[config.mk]
export PLATFORM = sky130hd
export DESIGN_NAME = ftag_seq_feeder
export DESIGN_NICKNAME = d
export VERILOG_FILES = /design/src/rtl/ftag_seq_feeder.sv
export SDC_FILE = /design/constraint.sdc
export NUM_CORES = 1
export LEC_CHECK = 0
export CORE_ASPECT_RATIO = 1.2
export CORE_MARGIN = 4
export CORE_UTILIZATION = 65
export DETAILED_ROUTE_END_ITERATION = 16
export GPL_TIMING_DRIVEN = 0
export PLACE_DENSITY = 0.83
export SLEW_MARGIN = 20
export SYNTH_ARGS = -nofsm -noshare
export SYNTH_HDL_FRONTEND = slang
export SYNTH_SLANG_ARGS = --single-unit
[constraint.sdc]
create_clock -name clk -period 9.7 [get_ports clk]
set_input_delay 1.94 -clock clk [delete_from_list [all_inputs] [get_ports clk]]
set_output_delay 1.94 -clock clk [all_outputs]
set_load 0.05 [all_outputs]
[src/rtl/ftag_seq_feeder.sv]
// ftag_seq_feeder
// Upstream stage of the GRU flavour-tagging network. Tracks of one jet are
// collected from a valid/ready stream into one bank of a ping-pong buffer.
// The other bank replays the previous jet as exactly SEQ_LEN x_t vectors.
// Short jets are zero-padded and over-long jets are truncated (trunc pulse).
// Optional feature: define FTAG_FEED_REVERSE_EN to replay each jet last step
// first, so the padding zeros lead and the first stored track comes last.
module ftag_seq_feeder #(
   parameter int WIDTH       = 4,
   parameter int X_SIZE      = 6,
   parameter int SEQ_LEN     = 15,
   parameter int STEP_CYCLES = 1
) (
   input  logic                                 clk,
   input  logic                                 reset,
   input  logic                                 in_valid,
   output logic                                 in_ready,
   input  logic signed [0:X_SIZE-1][WIDTH-1:0]  in_data,
   input  logic                                 in_last,
   output logic signed [0:X_SIZE-1][WIDTH-1:0]  x_t,
   output logic                                 x_valid,
   input  logic                                 x_ready,
   output logic                                 x_first,
   output logic                                 x_last,
   output logic                                 trunc
);

   localparam int CW = $clog2(SEQ_LEN + 1);
   localparam int GW = (STEP_CYCLES > 1) ? $clog2(STEP_CYCLES) : 1;
   localparam logic [CW-1:0] LAST_IDX = CW'(SEQ_LEN - 1);

   localparam logic [1:0] W_FILL = 2'd0;
   localparam logic [1:0] W_DROP = 2'd1;
   localparam logic [1:0] W_WAIT = 2'd2;

   localparam logic [1:0] R_IDLE = 2'd0;
   localparam logic [1:0] R_PLAY = 2'd1;
   localparam logic [1:0] R_GAP  = 2'd2;

   logic signed [0:X_SIZE-1][WIDTH-1:0] mem [0:1][0:SEQ_LEN-1];

   logic [1:0]    w_state;
   logic [1:0]    r_state;
   logic          wb;
   logic          rb;
   logic [CW-1:0] wr_idx;
   logic [CW-1:0] rd_idx;
   logic [CW-1:0] rd_addr;
   logic [CW-1:0] cnt [0:1];
   logic [1:0]    full;
   logic [1:0]    full_nxt;
   logic [GW-1:0] gap_cnt;

   logic accept;
   logic commit;
   logic step_hs;
   logic free_bank;

   assign in_ready  = (w_state == W_FILL) || (w_state == W_DROP);
   assign accept    = in_valid && in_ready;
   assign commit    = (w_state == W_FILL) && accept && (in_last || (wr_idx == LAST_IDX));
   assign x_valid   = (r_state == R_PLAY);
   assign step_hs   = x_valid && x_ready;
   assign free_bank = step_hs && (rd_idx == LAST_IDX);
   assign x_first   = x_valid && (rd_idx == '0);
   assign x_last    = x_valid && (rd_idx == LAST_IDX);

   // Bank occupancy as it will be after this edge; lets a commit and a free on opposite banks land together
   always_comb begin
      full_nxt = full;
      if (free_bank) begin
         full_nxt[rb] = 1'b0;
      end
      if (commit) begin
         full_nxt[wb] = 1'b1;
      end
   end

   // Map the step number onto the stored slot, last slot first when replay is reversed
   always_comb begin
`ifdef FTAG_FEED_REVERSE_EN
      rd_addr = LAST_IDX - rd_idx;
`else
      rd_addr = rd_idx;
`endif
   end

   // Present the stored track for this step, or zeros for padding steps and whenever idle
   always_comb begin
      x_t = '0;
      if (x_valid && (rd_addr < cnt[rb])) begin
         x_t = mem[rb][rd_addr];
      end
   end

   // Track storage; only the filling bank is written and it is never full while filling
   always_ff @(posedge clk) begin
      if ((w_state == W_FILL) && accept) begin
         mem[wb][wr_idx] <= in_data;
      end
   end

   // Bank full flags and committed track counts
   always_ff @(posedge clk or negedge reset) begin
      if (!reset) begin
         full   <= '0;
         cnt[0] <= '0;
         cnt[1] <= '0;
      end else begin
         full <= full_nxt;
         if (commit) begin
            cnt[wb] <= wr_idx + 1'b1;
         end
      end
   end

   // Write side: fill a bank, drop overflow tracks, or wait for the next bank to drain
   always_ff @(posedge clk or negedge reset) begin
      if (!reset) begin
         w_state <= W_WAIT;
         wb      <= 1'b0;
         wr_idx  <= '0;
         trunc   <= 1'b0;
      end else begin
         trunc <= 1'b0;
         case (w_state)
            W_FILL: begin
               if (accept) begin
                  if (commit) begin
                     wr_idx <= '0;
                     wb     <= ~wb;
                     if (!in_last) begin
                        w_state <= W_DROP;
                     end else if (full_nxt[~wb]) begin
                        w_state <= W_WAIT;
                     end else begin
                        w_state <= W_FILL;
                     end
                  end else begin
                     wr_idx <= wr_idx + 1'b1;
                  end
               end
            end
            W_DROP: begin
               if (accept && in_last) begin
                  trunc   <= 1'b1;
                  w_state <= full_nxt[wb] ? W_WAIT : W_FILL;
               end
            end
            W_WAIT: begin
               if (!full_nxt[wb]) begin
                  w_state <= W_FILL;
               end
            end
            default: begin
               w_state <= W_WAIT;
            end
         endcase
      end
   end

   // Read side: replay SEQ_LEN steps per jet, spaced by STEP_CYCLES, chaining jets without a bubble
   always_ff @(posedge clk or negedge reset) begin
      if (!reset) begin
         r_state <= R_IDLE;
         rb      <= 1'b0;
         rd_idx  <= '0;
         gap_cnt <= '0;
      end else begin
         case (r_state)
            R_IDLE: begin
               if (full[rb]) begin
                  r_state <= R_PLAY;
                  rd_idx  <= '0;
               end
            end
            R_PLAY: begin
               if (x_ready) begin
                  if (rd_idx == LAST_IDX) begin
                     rb     <= ~rb;
                     rd_idx <= '0;
                  end else begin
                     rd_idx <= rd_idx + 1'b1;
                  end
                  if (STEP_CYCLES > 1) begin
                     r_state <= R_GAP;
                     gap_cnt <= GW'(STEP_CYCLES - 1);
                  end else if (rd_idx == LAST_IDX) begin
                     r_state <= full_nxt[~rb] ? R_PLAY : R_IDLE;
                  end
               end
            end
            R_GAP: begin
               if (gap_cnt <= GW'(1)) begin
                  if (rd_idx != '0) begin
                     r_state <= R_PLAY;
                  end else begin
                     r_state <= full[rb] ? R_PLAY : R_IDLE;
                  end
               end else begin
                  gap_cnt <= gap_cnt - 1'b1;
               end
            end
            default: begin
               r_state <= R_IDLE;
            end
         endcase
      end
   end

endmodule

# Word level (Yosys, flattened, before mapping)
# Memories as Yosys holds them, arrays and structs flattened.
# Index checks and enable logic that the tools add are counted.
[totals]
register_bits = 26
ram_bits = 720
in_bits = 29
out_inout_bits = 29
wordCells = 131
mem_count = 1
[classes]
addsub = 3
magnitude_cmp = 14
eq_ne = 14
muxes = 51
bitwise_logic = 10
reduce_logical = 27
[memory_table]
columns = ["memory", "depth", "word_bits", "read_ports", "rd_clocked_by_memory_dff", "write_ports", "line_no", "text"]
rows = [
  ["mem", 2, 360, 1, 0, 1, "40", "logic signed [0:X_SIZE-1][WIDTH-1:0] mem [0:1][0:SEQ_LEN-1];"],
]
[ops]
columns = ["operator", "n"]
rows = [
  ["360-bit 2-to-1 mux", 1],
  ["24-bit binary-select mux with 4-bit select", 1],
  ["24-bit demux with 4-bit select", 1],
  ["24-bit 2-to-1 mux", 4],
  ["4-bit 2-to-1 mux", 8],
  ["2-bit 2-to-1 mux", 13],
  ["1-bit 2-to-1 mux", 16],
  ["1-bit logical AND", 13],
  ["2-bit case mux with 3 select lines", 2],
  ["5-bit greater-or-equal comparator (second input constant)", 2],
  ["2-bit inequality test (second input constant)", 5],
  ["4-bit inverter with 5-bit output", 2],
  ["3-bit AND reduction", 3],
  ["4-bit by 1-bit adder with 4-bit output (second input constant)", 2],
  ["8-bit bitwise mux", 1],
  ["4-bit equality test (second input constant)", 2],
  ["1-bit by 2-bit < comparator with 1-bit output (second input constant)", 4],
  ["4-bit case mux with 2 select lines", 1],
  ["4-bit AND reduction", 2],
  ["2-bit by 1-bit inequality test with 1-bit output (second input constant)", 3],
  ["5-bit by 1-bit < comparator with 1-bit output (second input constant)", 1],
  ["4-bit demux with 1-bit select", 1],
  ["2-bit by 1-bit equality test with 1-bit output (second input constant)", 2],
  ["2-bit equality test (second input constant)", 2],
  ["other kinds (18)", 27],
]

# Depth between registers and ports, before layout
# Gate-level depths: netlist (run 1).
[logic_depth]
depth_word = 16
depth_mapped = 13
ltp_nobuf = 7

# Least setup slack after synthesis (run 1)
# OpenSTA, ideal clock, no wires.
[synth_timing]
kind = "reg-to-output"
start = "reg rb"
end = "out x_t[11] (netlist name)"
t_arrival_ns = 3.700
t_required_ns = 7.760
slack_ns = 4.060
path_stages_with_launch = 14
path_cell_list = "dfrtp_1 buf_6 buf_12 buf_12 buf_12 buf_6 mux2i_1 ha_1 o21ai_0 a21oi_1 o21ai_0 nand3b_1 buf_2 nor4_1"
[synth_rtl]
columns = ["element", "line_no", "text"]
rows = [
  ["start: declaration", "45", "logic rb;"],
  ["start signal: assignment", "180", "rb <= ~rb;"],
  ["end: declaration", "20", "output logic signed [0:X_SIZE-1][WIDTH-1:0] x_t,"],
]

==> out/results.txt, run 1 <==
Yosys reg bits -> 744
relative area change from synthesis to final layout -> 15.5%
final critical-path setup slack -> 2530 ps
worst supply voltage drop on vdd -> 0.366 mV
endpoints failing hold -> 0
total power divided by cell area -> 298 nW/um^2
Worst Tran Pin Value -> 1130 ps
clock tree buffer depth -> 3
setup total negative slack -> 0 ps
core area -> 44,100 um^2
most common library cells after synthesis -> sky130_fd_sc_hd__edfxtp_1 (720), sky130_fd_sc_hd__mux4_2 (128), sky130_fd_sc_hd__mux2i_1 (102)
total wire length after detailed routing -> 80,300 um
via count of the first global-routing pass -> 17,000
gpl congestion -> 0.869
Avg Synthesized Cell Area -> 19.7 um^2
gate count after technology mapping -> 1,484
cell chosen for the clock root -> sky130_fd_sc_hd__clkbuf_16
critical path type -> flip-flop to output pin
status -> finished, final reports clean
Synth Net Count -> 1,523
number of nets at the end of the flow -> 1,688
maximum clock skew at final layout -> 35.9 ps
post-placement cell count -> 2,136
multiplexer share of the synthesized area -> 14.1%
post-detailed-route wirelength per cell -> 35.5 um
Primary FF master, synth -> sky130_fd_sc_hd__edfxtp_1
utilization of the core after routing -> 76.6%
Clk pin slew, worst setup/hold paths -> 60 ps
CTS Hold Bufs -> 0
post-route insts no fill -> 2,264
fraction of synthesized cell area taken by the top area cell type -> 73.9%
number of gates resized after cts -> 0
Final Slew Violations -> 0
total number of vias -> 16,600
xor-xnor portion of the synthesized cell area -> 0.120%
main area contributors after synthesis -> sky130_fd_sc_hd__edfxtp_1 (74%), sky130_fd_sc_hd__mux4_2 (9.8%), sky130_fd_sc_hd__mux2i_1 (3.5%), sky130_fd_sc_hd__dfrtp_1 (2.0%), sky130_fd_sc_hd__nand2_1 (1.3%)
final count of negative-setup-slack endpoints -> 0
P_leak -> 10.7 nW
part of the Yosys area used for sequential elements -> 75.9%
effective utilization at floorplan -> 66.3%
initial drt markers -> 2,585
Tmin final -> 7170 ps
startpoint class of the critical path -> flip-flop
most area-hungry cell type in the Yosys netlist -> sky130_fd_sc_hd__edfxtp_1
area fraction in compound gates after synthesis -> 3.46%
maximum cell stage delay along the critical path -> 930 ps
warning count from the yosys run -> 0
depth of the CTS H-tree -> 3
global-route wire length before repair -> 115,000 um
residual overflow from global routing -> 0
synthesized-area fraction occupied by and/or/nand/nor cells -> 3.97%
detailed placer's ending HPWL -> 49,600 um
max-cap violations -> 0
main combinational cell family by area after synthesis -> multiplexers
number of antenna violations at the first check in global routing -> 1
via/cell ratio -> 7.35
GRT Resource Usage Total -> 33.5%
Adder-Cell Fraction of Synth Area -> 0.427%
most used cell, CP -> sky130_fd_sc_hd__buf_12
setup slack after placement -> 3450 ps
Distinct cells, synth -> 60
unrepaired setup endpoints after global routing -> false
Cell Area, Synth -> 29,300 um^2
number of clock sinks -> 744
fraction of final layout cells with drive strength greater than 1 -> 22.0%
router iterations before antenna repair -> 6
maximum clock frequency -> 139 MHz
required time of the critical path -> 7760 ps
total CTS buffers -> 70
clock insertion delay at the later pin of the skew report -> 620 ps
final cycle utilization of the critical path -> 73.9%
sequence of cells on the critical path -> buf_6, buf_12, buf_12, buf_12, buf_6, mux2i_1, ha_1, o21ai_0, a21oi_1, o21ai_0, nand3b_1, buf_2, a311oi_1, clkdlybuf4s50_1
Slowest cell on crit path -> sky130_fd_sc_hd__clkdlybuf4s50_1
headroom to the max-slew limit -> 24.1%
maximum number of pins on one net before global-route repair -> 31
highest fanout seen on the critical path -> 10
count of input and output buffers -> 57
drt drc -> 0
width of the die -> 202 um
I/O pins -> 58
class of the worst hold path -> flip-flop to flip-flop
Post-synth ARST share -> 3.23%
Crit. End Element -> output pin
endpoint arrival time on the critical path -> 5230 ps
worst-case reg-to-reg path depth -> 7
Site Rows -> 84
Detail Route Antenna Nets -> 0
Cells on Worst Hold Path -> 1
library cell with the highest instance count after synthesis -> sky130_fd_sc_hd__edfxtp_1
overall die area -> 48,500 um^2
clock tree from TritonCTS -> built
Post-synth EDFFs -> 720
post-CTS setup-driven buffer insertion count -> 0
die height -> 240 um
worst paths after layout:
kind                       startpoint         end  slack (ps)
max reg2reg                w_state[0]  mem[0][40]        6330
min in group asynchronous       reset      cnt[4]        1320
max in group asynchronous       reset  w_state[1]        7980
max                                rb     x_t[19]        2530
min                            cnt[5]      cnt[5]         510
min reg2reg                    cnt[5]      cnt[5]         510
cell usage in the layout, fill, tap and decap left out, types with 19 or more instances in the layout:
cell type	instances
sky130_fd_sc_hd__nor2_4	27
sky130_fd_sc_hd__o21ai_0	26
sky130_fd_sc_hd__nand3_1	37
sky130_fd_sc_hd__mux4_2	128
sky130_fd_sc_hd__mux2i_1	102
sky130_fd_sc_hd__nor2_1	23
sky130_fd_sc_hd__dfrtp_1	23
sky130_fd_sc_hd__clkbuf_16	73
sky130_fd_sc_hd__nand2_1	98
sky130_fd_sc_hd__a211oi_1	20
sky130_fd_sc_hd__clkbuf_1	43
sky130_fd_sc_hd__clkdlybuf4s50_1	45
sky130_fd_sc_hd__a22oi_1	24
sky130_fd_sc_hd__a21oi_1	20
sky130_fd_sc_hd__buf_2	34
sky130_fd_sc_hd__edfxtp_1	720
sky130_fd_sc_hd__buf_16	19
power by group:
group          internal, mW  total (mW)  switching [mW]
clock                  1.65        2.83            1.18
combinational          1.24        3.53            2.29
sequential             3.66        3.72          0.0583
logic make-up (layout without fill, tap and decap cells):
logic type,after synthesis,after routing
xor+xnor,4,4
flops,744,744
buf+inv,84,304
mux,245,245
other cells,0,1
simple gates,250,250
fa+ha+maj,10,10
compound gates,147,147
per-stage QoR:
step	power [mW]	cell area (um^2)	hold WS [ps]
after floorplan	5.95	29300	444
after CTS	10.0	33900	505
after global placement	7.02	30500	467
after detailed placement	7.17	31500	492
final	10.1	33800	512
after global routing	10.3	33800	517
layer usage:
metal	vias to the layer above	global-route usage [%]	part of all wire [%]
li1	6416	-	-
met1	8331	40.8	31
met2	1509	55.7	49
met3	389	8.23	12
met4	0	19.0	7.0
met5	-	0	0
critical path: cells and delay by family (launching register included):
kind,cells,cell delay [ps]
AOI/OAI and AO/OA,4,1110
adders and majority gates,1,260
DFF,1,340
and+or+nand+nor,1,410
muxes,1,250
buffers and inverters,7,2220
final cells by class:
class                      count  area [um^2]
sequential                   744        22200
fill                        2130        10300
multi-input combinational    656         6690
clock buffer                  88         1880
timing repair buffer          93         1260
tap                          559          699
buffer                        78          561
clock inverter                39          472
inverter                       6         22.5
antenna                        1         2.50
registers in the layout (all words and copies together), names as in the netlist:
register / flops
mem: 720
w_state: 2
wb: 1
rd_addr: 4
rb: 1
trunc: 1
full: 2
wr_idx: 4
cnt: 8
r_state: 1
(Power assumes the default switching activity.)
==> inputs of run 2 (changes only) <==
--- a/config.mk
+++ b/config.mk
@@ -7,10 +7,10 @@
 export LEC_CHECK = 0
 export CORE_ASPECT_RATIO = 1.2
 export CORE_MARGIN = 4
-export CORE_UTILIZATION = 65
+export CORE_UTILIZATION = 62
 export DETAILED_ROUTE_END_ITERATION = 16
 export GPL_TIMING_DRIVEN = 0
-export PLACE_DENSITY = 0.83
+export PLACE_DENSITY = 0.79
 export SLEW_MARGIN = 20
 export SYNTH_ARGS = -nofsm -noshare
 export SYNTH_HDL_FRONTEND = slang
==> constraint.sdc (replaced) <==
create_clock -name clk -period 7.45 [get_ports clk]
set_input_delay 1.49 -clock clk [delete_from_list [all_inputs] [get_ports clk]]
set_output_delay 1.49 -clock clk [all_outputs]
set_load 0.05 [all_outputs]
==> run 2 against run 1 <==
Count of clock-buffer cells in the layout fell by 1. Hold slack got worse by 19 ps. Die area grew 4.7%. Sequential power is 30% higher. Largest power group unchanged. Flip-flop and latch count unchanged. Power grew 27%.
==> out/results.txt, run 2 (same netlist as run 1, synthesis figures left out) <==
class of the worst hold path -> flip-flop to flip-flop
total CTS buffers -> 70
number of nets at the end of the flow -> 1,690
area of all placed cells without fillers -> 33,700 um^2
number of gates resized after cts -> 0
Site Rows -> 86
Top Family by Delay on Critical Path -> buffers and inverters
number of flip-flops in the largest register -> 720
overall die area -> 50,800 um^2
commonest cells after routing, fill and taps aside -> sky130_fd_sc_hd__edfxtp_1 (720), sky130_fd_sc_hd__mux4_2 (128), sky130_fd_sc_hd__mux2i_1 (102)
maximum cell stage delay along the critical path -> 920 ps
endpoint arrival time on the critical path -> 5090 ps
via/cell ratio -> 6.91
detailed placer's ending HPWL -> 49,300 um
registers with the highest flip-flop counts -> mem: 720 flops, cnt: 8 flops
post-CTS setup-driven buffer insertion count -> 0
initial drt markers -> 2,055
Clock Power Share -> 26.9%
count of input and output buffers -> 57
drt drc -> 0
Clk pin slew, worst setup/hold paths -> 60 ps
status -> finished, final reports clean
area of placed instances -> 31,600 um^2
max-cap violations -> 0
via count of the first global-routing pass -> 16,400
router iterations before antenna repair -> 8
Final Slew Violations -> 0
n_diodes -> 0
maximum clock skew at final layout -> 24.2 ps
unrepaired setup endpoints after global routing -> false
required time of the critical path -> 5960 ps
setup slack after placement -> 1560 ps
die height -> 246 um
effective utilization at floorplan -> 63.3%
sw power -> 4.49 mW
sequence of cells on the critical path -> buf_6, buf_12, buf_12, buf_12, buf_6, mux2i_1, ha_1, o21ai_0, a21oi_1, o21ai_0, nand3b_1, buf_2, a311oi_1, clkdlybuf4s50_1
headroom to the max-slew limit -> 21.1%
Crit. End Element -> output pin
P_leak -> 10.6 nW
critical path type -> flip-flop to output pin
final cycle utilization of the critical path -> 88.3%
number of antenna violations at the first check in global routing -> 1
clock insertion delay at the later pin of the skew report -> 610 ps
startpoint class of the critical path -> flip-flop
Tmin final -> 6580 ps
post-detailed-route wirelength per cell -> 33.2 um
maximum clock frequency -> 152 MHz
Worst Tran Pin Value -> 1180 ps
net switching share of the total power -> 35.1%
clock tree buffer depth -> 3
endpoints failing hold -> 0
Detail Route Antenna Nets -> 0
part of the power in combinational logic -> 35.4%
sequential power share -> 37.7%
width of the die -> 206 um
gpl congestion -> 0.857
depth of the CTS H-tree -> 3
fraction of final layout cells with drive strength greater than 1 -> 21.5%
clock tree from TritonCTS -> built
final critical-path setup slack -> 874 ps
worst supply voltage drop on vdd -> 0.779 mV
setup total negative slack -> 0 ps
highest fanout seen on the critical path -> 10
total power divided by cell area -> 379 nW/um^2
total wire length after detailed routing -> 77,000 um
worst hold slack -> 493 ps
Crit path buffers/inverters -> 7
final count of negative-setup-slack endpoints -> 0
register name with the most flops -> mem
relative area change from synthesis to final layout -> 15.3%
most common cell after layout, fill and taps aside -> sky130_fd_sc_hd__edfxtp_1
post-route insts no fill -> 2,320
number of clock sinks -> 744
maximum number of pins on one net before global-route repair -> 31
global-route wire length before repair -> 112,000 um
most used cell, CP -> sky130_fd_sc_hd__buf_12
cell chosen for the clock root -> sky130_fd_sc_hd__clkbuf_16
core area -> 46,300 um^2
Slowest cell on crit path -> sky130_fd_sc_hd__clkdlybuf4s50_1
CTS Hold Bufs -> 0
Internal Power -> 8.31 mW
I/O pins -> 58
total number of vias -> 16,000
GRT Resource Usage Total -> 31.1%
residual overflow from global routing -> 0
post-placement cell count -> 2,195
==> run 2: path summary, 6_finish.rpt <==
check | start | to | slack (ps) | cells past startpoint
hold reg to reg | cnt[0] | cnt[0] | 490 | 2
setup reg to reg | w_state[0] | mem[0][1] | 4430 | 7
hold / removal | cnt[0] | cnt[0] | 490 | 2
setup / recovery | rb | x_t[19] | 870 | 14
max in group asynchronous | reset | full[1] | 6200 | 1
min in group asynchronous | reset | wr_idx[0] | 880 | 1
==> run 2: power groups by stage <==
stage	sequential [mW]	clock [mW]	combinational [mW]
2_1_floorplan	4.90	0	2.85
3_3_place_gp	4.92	0	4.27
3_5_place_dp	4.92	0	4.44
4_1_cts	4.83	3.45	4.49
5_1_grt	4.84	3.64	4.70
6_report	4.83	3.45	4.53
==> run 2: tightest hold or removal path, stage by stage (launching register included) <==
cell	delay (ps)
sky130_fd_sc_hd__dfrtp_1	350
sky130_fd_sc_hd__nand2_1	50
sky130_fd_sc_hd__o21ai_0	60
==> run 2: final cells by class <==
cell class | count | area [um^2]
Inverter | 6 | 22.5
Fill cell | 2626 | 12500
Timing Repair Buffer | 95 | 1300
Buffer | 78 | 561
Tap cell | 616 | 771
Clock buffer | 87 | 1920
Sequential cell | 744 | 22200
Clock inverter | 38 | 267
Multi-Input combinational cell | 656 | 6690
==> run 2: layer usage <==
metal	wire (um)	GRT usage [%]	part of all wire (%)	vias to the layer above
met5	10	0	0.013	-
met4	4220	14.9	5.5	2
met3	7720	5.46	10	263
met2	38800	51.7	50	1169
met1	26200	40.4	34	8176
li1	-	-	-	6415
==> run 2: metrics by stage <==
stage / total power [mW] / util [%]
global route: 13.2 / 72.9
finish: 12.8 / 72.9
floorplan: 7.74 / -
CTS: 12.8 / 73.0
global placement: 9.19 / 66.2
detailed placement: 9.36 / 68.3
